===== src/rtl/button_debounce.sv =====
// Debounces a synchronized push-button level and reports press, release and long-press events.
// One FSM with registered outputs; every output changes only on the rising edge of clk.
module button_debounce #(
    parameter int DEBOUNCE_CYCLES   = 500000,
    parameter int LONG_PRESS_CYCLES = 50000000
) (
    input  logic clk,
    input  logic rst_n,
    input  logic sync,
    output logic pressed,
    output logic press_pulse,
    output logic release_pulse,
    output logic long_pulse
);

    localparam int DW = $clog2(DEBOUNCE_CYCLES + 1);
    localparam int HW = $clog2(LONG_PRESS_CYCLES + 1);

    localparam logic [DW-1:0] DB_LAST = DW'(DEBOUNCE_CYCLES - 1);
    localparam logic [HW-1:0] LP_LAST = HW'(LONG_PRESS_CYCLES - 1);
    localparam logic [HW-1:0] LP_MAX  = HW'(LONG_PRESS_CYCLES);

    typedef enum logic [1:0] {
        IDLE         = 2'd0,
        PRESS_WAIT   = 2'd1,
        HELD         = 2'd2,
        RELEASE_WAIT = 2'd3
    } state_t;

    state_t          r_state;
    logic [DW-1:0]   r_db_cnt;
    logic [HW-1:0]   r_hold_cnt;
    logic            r_pressed;
    logic            r_press_pulse;
    logic            r_release_pulse;
    logic            r_long_pulse;

    logic [HW-1:0]   w_hold_next;
    logic            w_long_hit;
    logic            w_db_done;

    // Hold counter parks at the threshold, so the L-1 match below fires at most once per press.
    assign w_hold_next = (r_hold_cnt == LP_MAX) ? r_hold_cnt : r_hold_cnt + HW'(1);
    assign w_long_hit  = (r_hold_cnt == LP_LAST);
    assign w_db_done   = (r_db_cnt == DB_LAST);

    always_ff @(posedge clk) begin
        if (!rst_n) begin
            r_state         <= IDLE;
            r_db_cnt        <= '0;
            r_hold_cnt      <= '0;
            r_pressed       <= 1'b0;
            r_press_pulse   <= 1'b0;
            r_release_pulse <= 1'b0;
            r_long_pulse    <= 1'b0;
        end else begin
            r_press_pulse   <= 1'b0;
            r_release_pulse <= 1'b0;
            r_long_pulse    <= 1'b0;
            case (r_state)
                IDLE: begin
                    r_pressed  <= 1'b0;
                    r_hold_cnt <= '0;
                    if (sync) begin
                        r_state  <= PRESS_WAIT;
                        r_db_cnt <= DW'(1);
                    end else begin
                        r_db_cnt <= '0;
                    end
                end
                PRESS_WAIT: begin
                    if (!sync) begin
                        r_state  <= IDLE;
                        r_db_cnt <= '0;
                    end else if (w_db_done) begin
                        r_state       <= HELD;
                        r_db_cnt      <= '0;
                        r_hold_cnt    <= '0;
                        r_pressed     <= 1'b1;
                        r_press_pulse <= 1'b1;
                    end else begin
                        r_db_cnt <= r_db_cnt + DW'(1);
                    end
                end
                HELD: begin
                    r_hold_cnt   <= w_hold_next;
                    r_long_pulse <= w_long_hit;
                    if (!sync) begin
                        r_state  <= RELEASE_WAIT;
                        r_db_cnt <= DW'(1);
                    end
                end
                RELEASE_WAIT: begin
                    // An accepted release wins over a long-press landing on the same edge.
                    if (sync) begin
                        r_state      <= HELD;
                        r_db_cnt     <= '0;
                        r_hold_cnt   <= w_hold_next;
                        r_long_pulse <= w_long_hit;
                    end else if (w_db_done) begin
                        r_state         <= IDLE;
                        r_db_cnt        <= '0;
                        r_hold_cnt      <= '0;
                        r_pressed       <= 1'b0;
                        r_release_pulse <= 1'b1;
                    end else begin
                        r_db_cnt     <= r_db_cnt + DW'(1);
                        r_hold_cnt   <= w_hold_next;
                        r_long_pulse <= w_long_hit;
                    end
                end
                default: begin
                    r_state  <= IDLE;
                    r_db_cnt <= '0;
                end
            endcase
        end
    end

    assign pressed       = r_pressed;
    assign press_pulse   = r_press_pulse;
    assign release_pulse = r_release_pulse;
    assign long_pulse    = r_long_pulse;

endmodule

===== config.mk =====
export PLATFORM = sky130hd
export DESIGN_NAME = button_debounce
export DESIGN_NICKNAME = d
export VERILOG_FILES = /design/src/rtl/button_debounce.sv
export SDC_FILE = /design/constraint.sdc
export NUM_CORES = 1
export LEC_CHECK = 0
export ABC_AREA = 1
export BUFFER_PORTS_ARGS = -buffer_cell sky130_fd_sc_hd__buf_2
export CORE_AREA = 2 2 116 118
export CTS_CLUSTER_SIZE = 8
export DETAILED_ROUTE_END_ITERATION = 10
export DIE_AREA = 0 0 118 120
export HOLD_SLACK_MARGIN = 0.08
export MAX_ROUTING_LAYER = met4
export PLACE_DENSITY_LB_ADDON = 0.25
export SLEW_MARGIN = 0
export SYNTH_ARGS = -nofsm -noshare
export SYNTH_HDL_FRONTEND = slang
export SYNTH_SLANG_ARGS = --single-unit

===== constraint.sdc =====
create_clock -name clk -period 3.1 [get_ports clk]
set_input_delay 0.465 -clock clk [delete_from_list [all_inputs] [get_ports clk]]
set_output_delay 0.465 -clock clk [all_outputs]
set_load 0.05 [all_outputs]

# Word level (Yosys, flattened, before mapping)
# Index checks and enable logic that the tools add are counted.
# totals
register_bits	51
inputBits	3
# classes
n_addsub	2
eq_ne	14
mux	28
bitwise	2
reduce_logical	7
# ops
operator	n
26-bit two-way mux	5
26-bit one-hot mux with 4 select lines	1
19-bit two-way mux	4
19-bit one-hot mux with 4 select lines	1
26-bit == test (second input constant)	2
26-bit by 1-bit adder with 26-bit output (second input constant)	1
19-bit by 1-bit adder with 19-bit output (second input constant)	1
19-bit == test (second input constant)	1
2-bit two-way mux	6
2-bit != test (second input constant)	6
1-bit two-way mux	8
2-bit one-hot mux with 4 select lines	1
3-bit != test (second input constant)	2
5-bit AND reduction	1
2-bit == test (second input constant)	2
4-bit AND reduction	1
1-bit one-hot mux with 3 select lines	1
3-bit AND reduction	1
3-bit nonzero test	1
3-bit OR reduction	1
2-bit by 1-bit == test with 1-bit output (second input constant)	1
2-bit logical NOT	1
1-bit inverter	2
1-bit one-hot mux with 2 select lines	1
2-bit AND reduction	1

# Logic depth before layout (Yosys ltp)
# logic_depth
word_depth	5
ltp_mapped	12
depth_no_buf	11

# Worst setup path after synthesis
# OpenSTA, ideal clock, no wires.
# synth_path
path_kind	register to register
startpoint	register r_db_cnt[0]
endpoint	register r_hold_cnt[6]
arrival_ps	1555
slack_ps	1431
stages_incl_launch_ff	12
path_buffers	1
period_less_slack_ps	1669
path_cell_list	dfxtp_1 > ha_1 > nand2_2 > nor2_4 > inv_2 > nor2_4 > nand3_2 > nand2_4 > buf_6 > nand3_1 > a21oi_1 > nor2_1
# synth_via
elab_chain_cells	4
word_cells_on_any_way	6
cone_classes	eq/ne (2); mux (3); reduce/logical (1)
# synth_rtl
element	line_no	rtl
start: declaration	31	logic [DW-1:0] r_db_cnt;
start signal: assignment	82	r_db_cnt <= r_db_cnt + DW'(1);
start signal: assignment	107	r_db_cnt <= r_db_cnt + DW'(1);
19-bit == test *	45	assign w_db_done = (r_db_cnt == DB_LAST);
26-bit two-way mux	100	end else if (w_db_done) begin
26-bit two-way mux	95	if (sync) begin
26-bit one-hot mux with 4 select lines	60	case (r_state)
end signal: assignment	86	r_hold_cnt <= w_hold_next;
end signal: assignment	98	r_hold_cnt <= w_hold_next;
end signal: assignment	108	r_hold_cnt <= w_hold_next;
end: declaration	32	logic [HW-1:0] r_hold_cnt;
# Every way passes the cells marked *; elsewhere a longest branch is shown, timed or not.
# A chain may end at the register's enable or synchronous reset.

# Final worst setup path
# Same ends and word-level chain as after synthesis.

==> out/qor.yml <==
status: "finished, final reports clean"
drv_slew: 0
final_cell_mix: "nand2_1 (133), inv_1 (80), nor2_1 (69)"
yosys-top-cells-area: "dfxtp_1 (32%), nand2_1 (16%), inv_1 (9.5%)"
cts.sinks: 51
synth_top_area_frac: 0.324
grt_util_all_layers: 0.121
drc: 0
max_freq_ghz: 0.487
reg2reg_slack_ns: 1.05
slew_headroom: 0.557
cts_root_buf: "clkbuf_16"
fin_crit_sh: 0.663
ys_ff_latch: 51
grt_pass1_wl_mm: 13.7
clock_latency_ns: 0.30
synth_top_flop_cell: "dfxtp_1"
hpwlAfterDp_mm: 6.01
rows: 42
pre_cts_ws_ns: 1.04
fin_cells: 706
clock_skew_ns: 0.00408
die_area_um2: 14200
multi_input_area_um2: 1740
leakagePower_nw: 1.34
crit_path_max_incr_delay_ns: 0.41
ir_drop_mv: 0.233
p_total_w: 0.00139
grt_max_degree: 31
postCtsHoldBufs: 0
worstMarginPinSlew_ns: 0.660
synth_edf_count: 0
critPathCaptureType: "flop"
hold_viol_final: 0
drive_gt1_frac: 0.0604
syn_inst: 523
crit_path_cell_trace: "ha_1 > nand2_2 > nor2_4 > inv_2 > nor2_4 > nand3_2 > nand2_4 > nand2_2 > a21oi_1 > nor2_1"
rsz0062_at_grt: "false"
firstDrtPassIters: 5
grt_overflow: 0
first_global_vias: 2820
dp.cells: 698
setup_viol: 0
synth_seq_area_share: 0.324
cp-start-kind: "flop"
cp.arrival_ns: 2.25
r2r-start: "r_db_cnt[0]"
htreeDepth: 2
die_height_um: 120
final.setup.tns_ns: 0
r2r_cells: 10
cts_setup_buffers: 0
synthToLayoutAreaGrowth_pct: 11.1
clockBufferDepth: 2
p_per_area_nw_per_um2: 397
n_antenna_cell: 0
antenna_found_initial: 0
place.port_buffers: 6
timing.final.ws_setup_ns: 1.05
critPathMaxFanout: 27
period_needed_ns: 2.05
wl_per_cell_um: 11.8
cts_tree: "yes"
io_pins: 7
drtIter0Drc: 201
syn_nets: 529
crit_start: "r_db_cnt[0]"
ys_warn_count: 0
cp.required_ns: 3.29
synth_area_um2: 3150
regArea_um2: 1020
yosysUniqueCellTypes: 33
worstSetupPathType: "flop to flop"
crit_slowest_cell: "dfxtp_1"
initial_utilization: 0.243
viasPerCell: 4.42
antenna_left: 0
path_clk_slew_ns: 0.07
routed-via-count: 3120
yosysTopAreaCell: "dfxtp_1"
final_core_util: 0.270
post_cts_resized: 0
drt_wl_total_mm: 8.33
gp_congestion: 0.886
hold_path.class: "input port to flop"
postSynthAreaPerCell_um2: 6.03
worstReg2RegEnd: "r_hold_cnt[6]"
crit_path_end: "r_hold_cnt[6]"
fin_nets: 535
cts_made_buffers: 5
mostFrequentLayoutCell: "nand2_1"
core_area_um2: 13000
die_w_um: 118
fillers: 1486
synth_async_sr_flop_share: 0
maxCapViolations: 0
## cells in the mapped netlist, drive strengths merged, types with 4 or more instances
| cell | count |
|---|---|
| dfxtp | 51 |
| nand3 | 57 |
| inv | 86 |
| nand2 | 138 |
| nor2 | 73 |
| buf | 8 |
| a21oi | 29 |
| nor3 | 15 |
| nand4 | 16 |
| o21ai | 25 |
| nand3b | 4 |
## cell type report
| cell class | count | share of cell area |
|---|---|---|
| clock buffer | 7 | 0.0379 |
| clock inverter | 1 | 0.00143 |
| inverter | 88 | 0.0943 |
| multi-input combinational | 374 | 0.497 |
| sequential | 51 | 0.292 |
| tap | 176 | 0.0629 |
| timing repair buffer | 9 | 0.0150 |
## cells by family after synthesis
family | after synthesis | share of synthesized area
flip-flops | 51 | 0.324
AO/OA/AOI/OAI | 63 | 0.107
XOR/XNOR | 2 | 0.00556
AND/OR/NAND/NOR | 306 | 0.428
buffers and inverters | 98 | 0.124
adder cells (fa/ha/maj) | 3 | 0.0119
## per-stage QoR
| step | hold slack (ns) | cell area (um2) |
|---|---|---|
| 3_5_place_dp | 0.476 | 3360 |
| 4_1_cts | 0.464 | 3500 |
| 6_report | 0.479 | 3500 |
| 5_1_grt | 0.477 | 3500 |
| 3_3_place_gp | 0.467 | 3360 |
| 2_1_floorplan | 0.454 | 3150 |
## how the worst min path moves through the flow
| stage | startpoint | to | slack [ns] | cells after the start |
|---|---|---|---|---|
| global route | sync | release_pulse | 0.48 | 2 |
| global placement | r_hold_cnt[25] | r_hold_cnt[25] | 0.47 | 2 |
| detailed placement | r_hold_cnt[25] | r_hold_cnt[25] | 0.48 | 2 |
| finish | sync | release_pulse | 0.48 | 2 |
| floorplan | r_hold_cnt[25] | r_hold_cnt[25] | 0.45 | 2 |
| CTS | sync | release_pulse | 0.46 | 2 |
## routing by layer
metal | part of all wire | global-route usage
met5 | 0 | -
met4 | 0.015 | 0.0339
met3 | 0.043 | 0.0209
met2 | 0.44 | 0.185
met1 | 0.50 | 0.165
## critical path: cells and delay by family, from the launching register on
kind	cells	cell delay (ns)
compound gates	1	0.20
fa+ha+maj	1	0.25
buf+inv	1	0.07
flops	1	0.41
simple gates	7	1.01
## state kept, by name, summed over array words and instances (netlist names), named ones only
name           flops
r_hold_cnt        26
long_pulse         1
release_pulse      1
r_state            1
r_db_cnt          19
press_pulse        1
pressed            1
## report_power, final
group          switching [W]  internal, W  total, W
clock               0.000258     0.000300  0.000558
combinational       0.000117    0.0000396  0.000157
sequential         0.0000129     0.000664  0.000677
total               0.000388      0.00100   0.00139
Note: power is estimated with default switching activity, not from simulation.
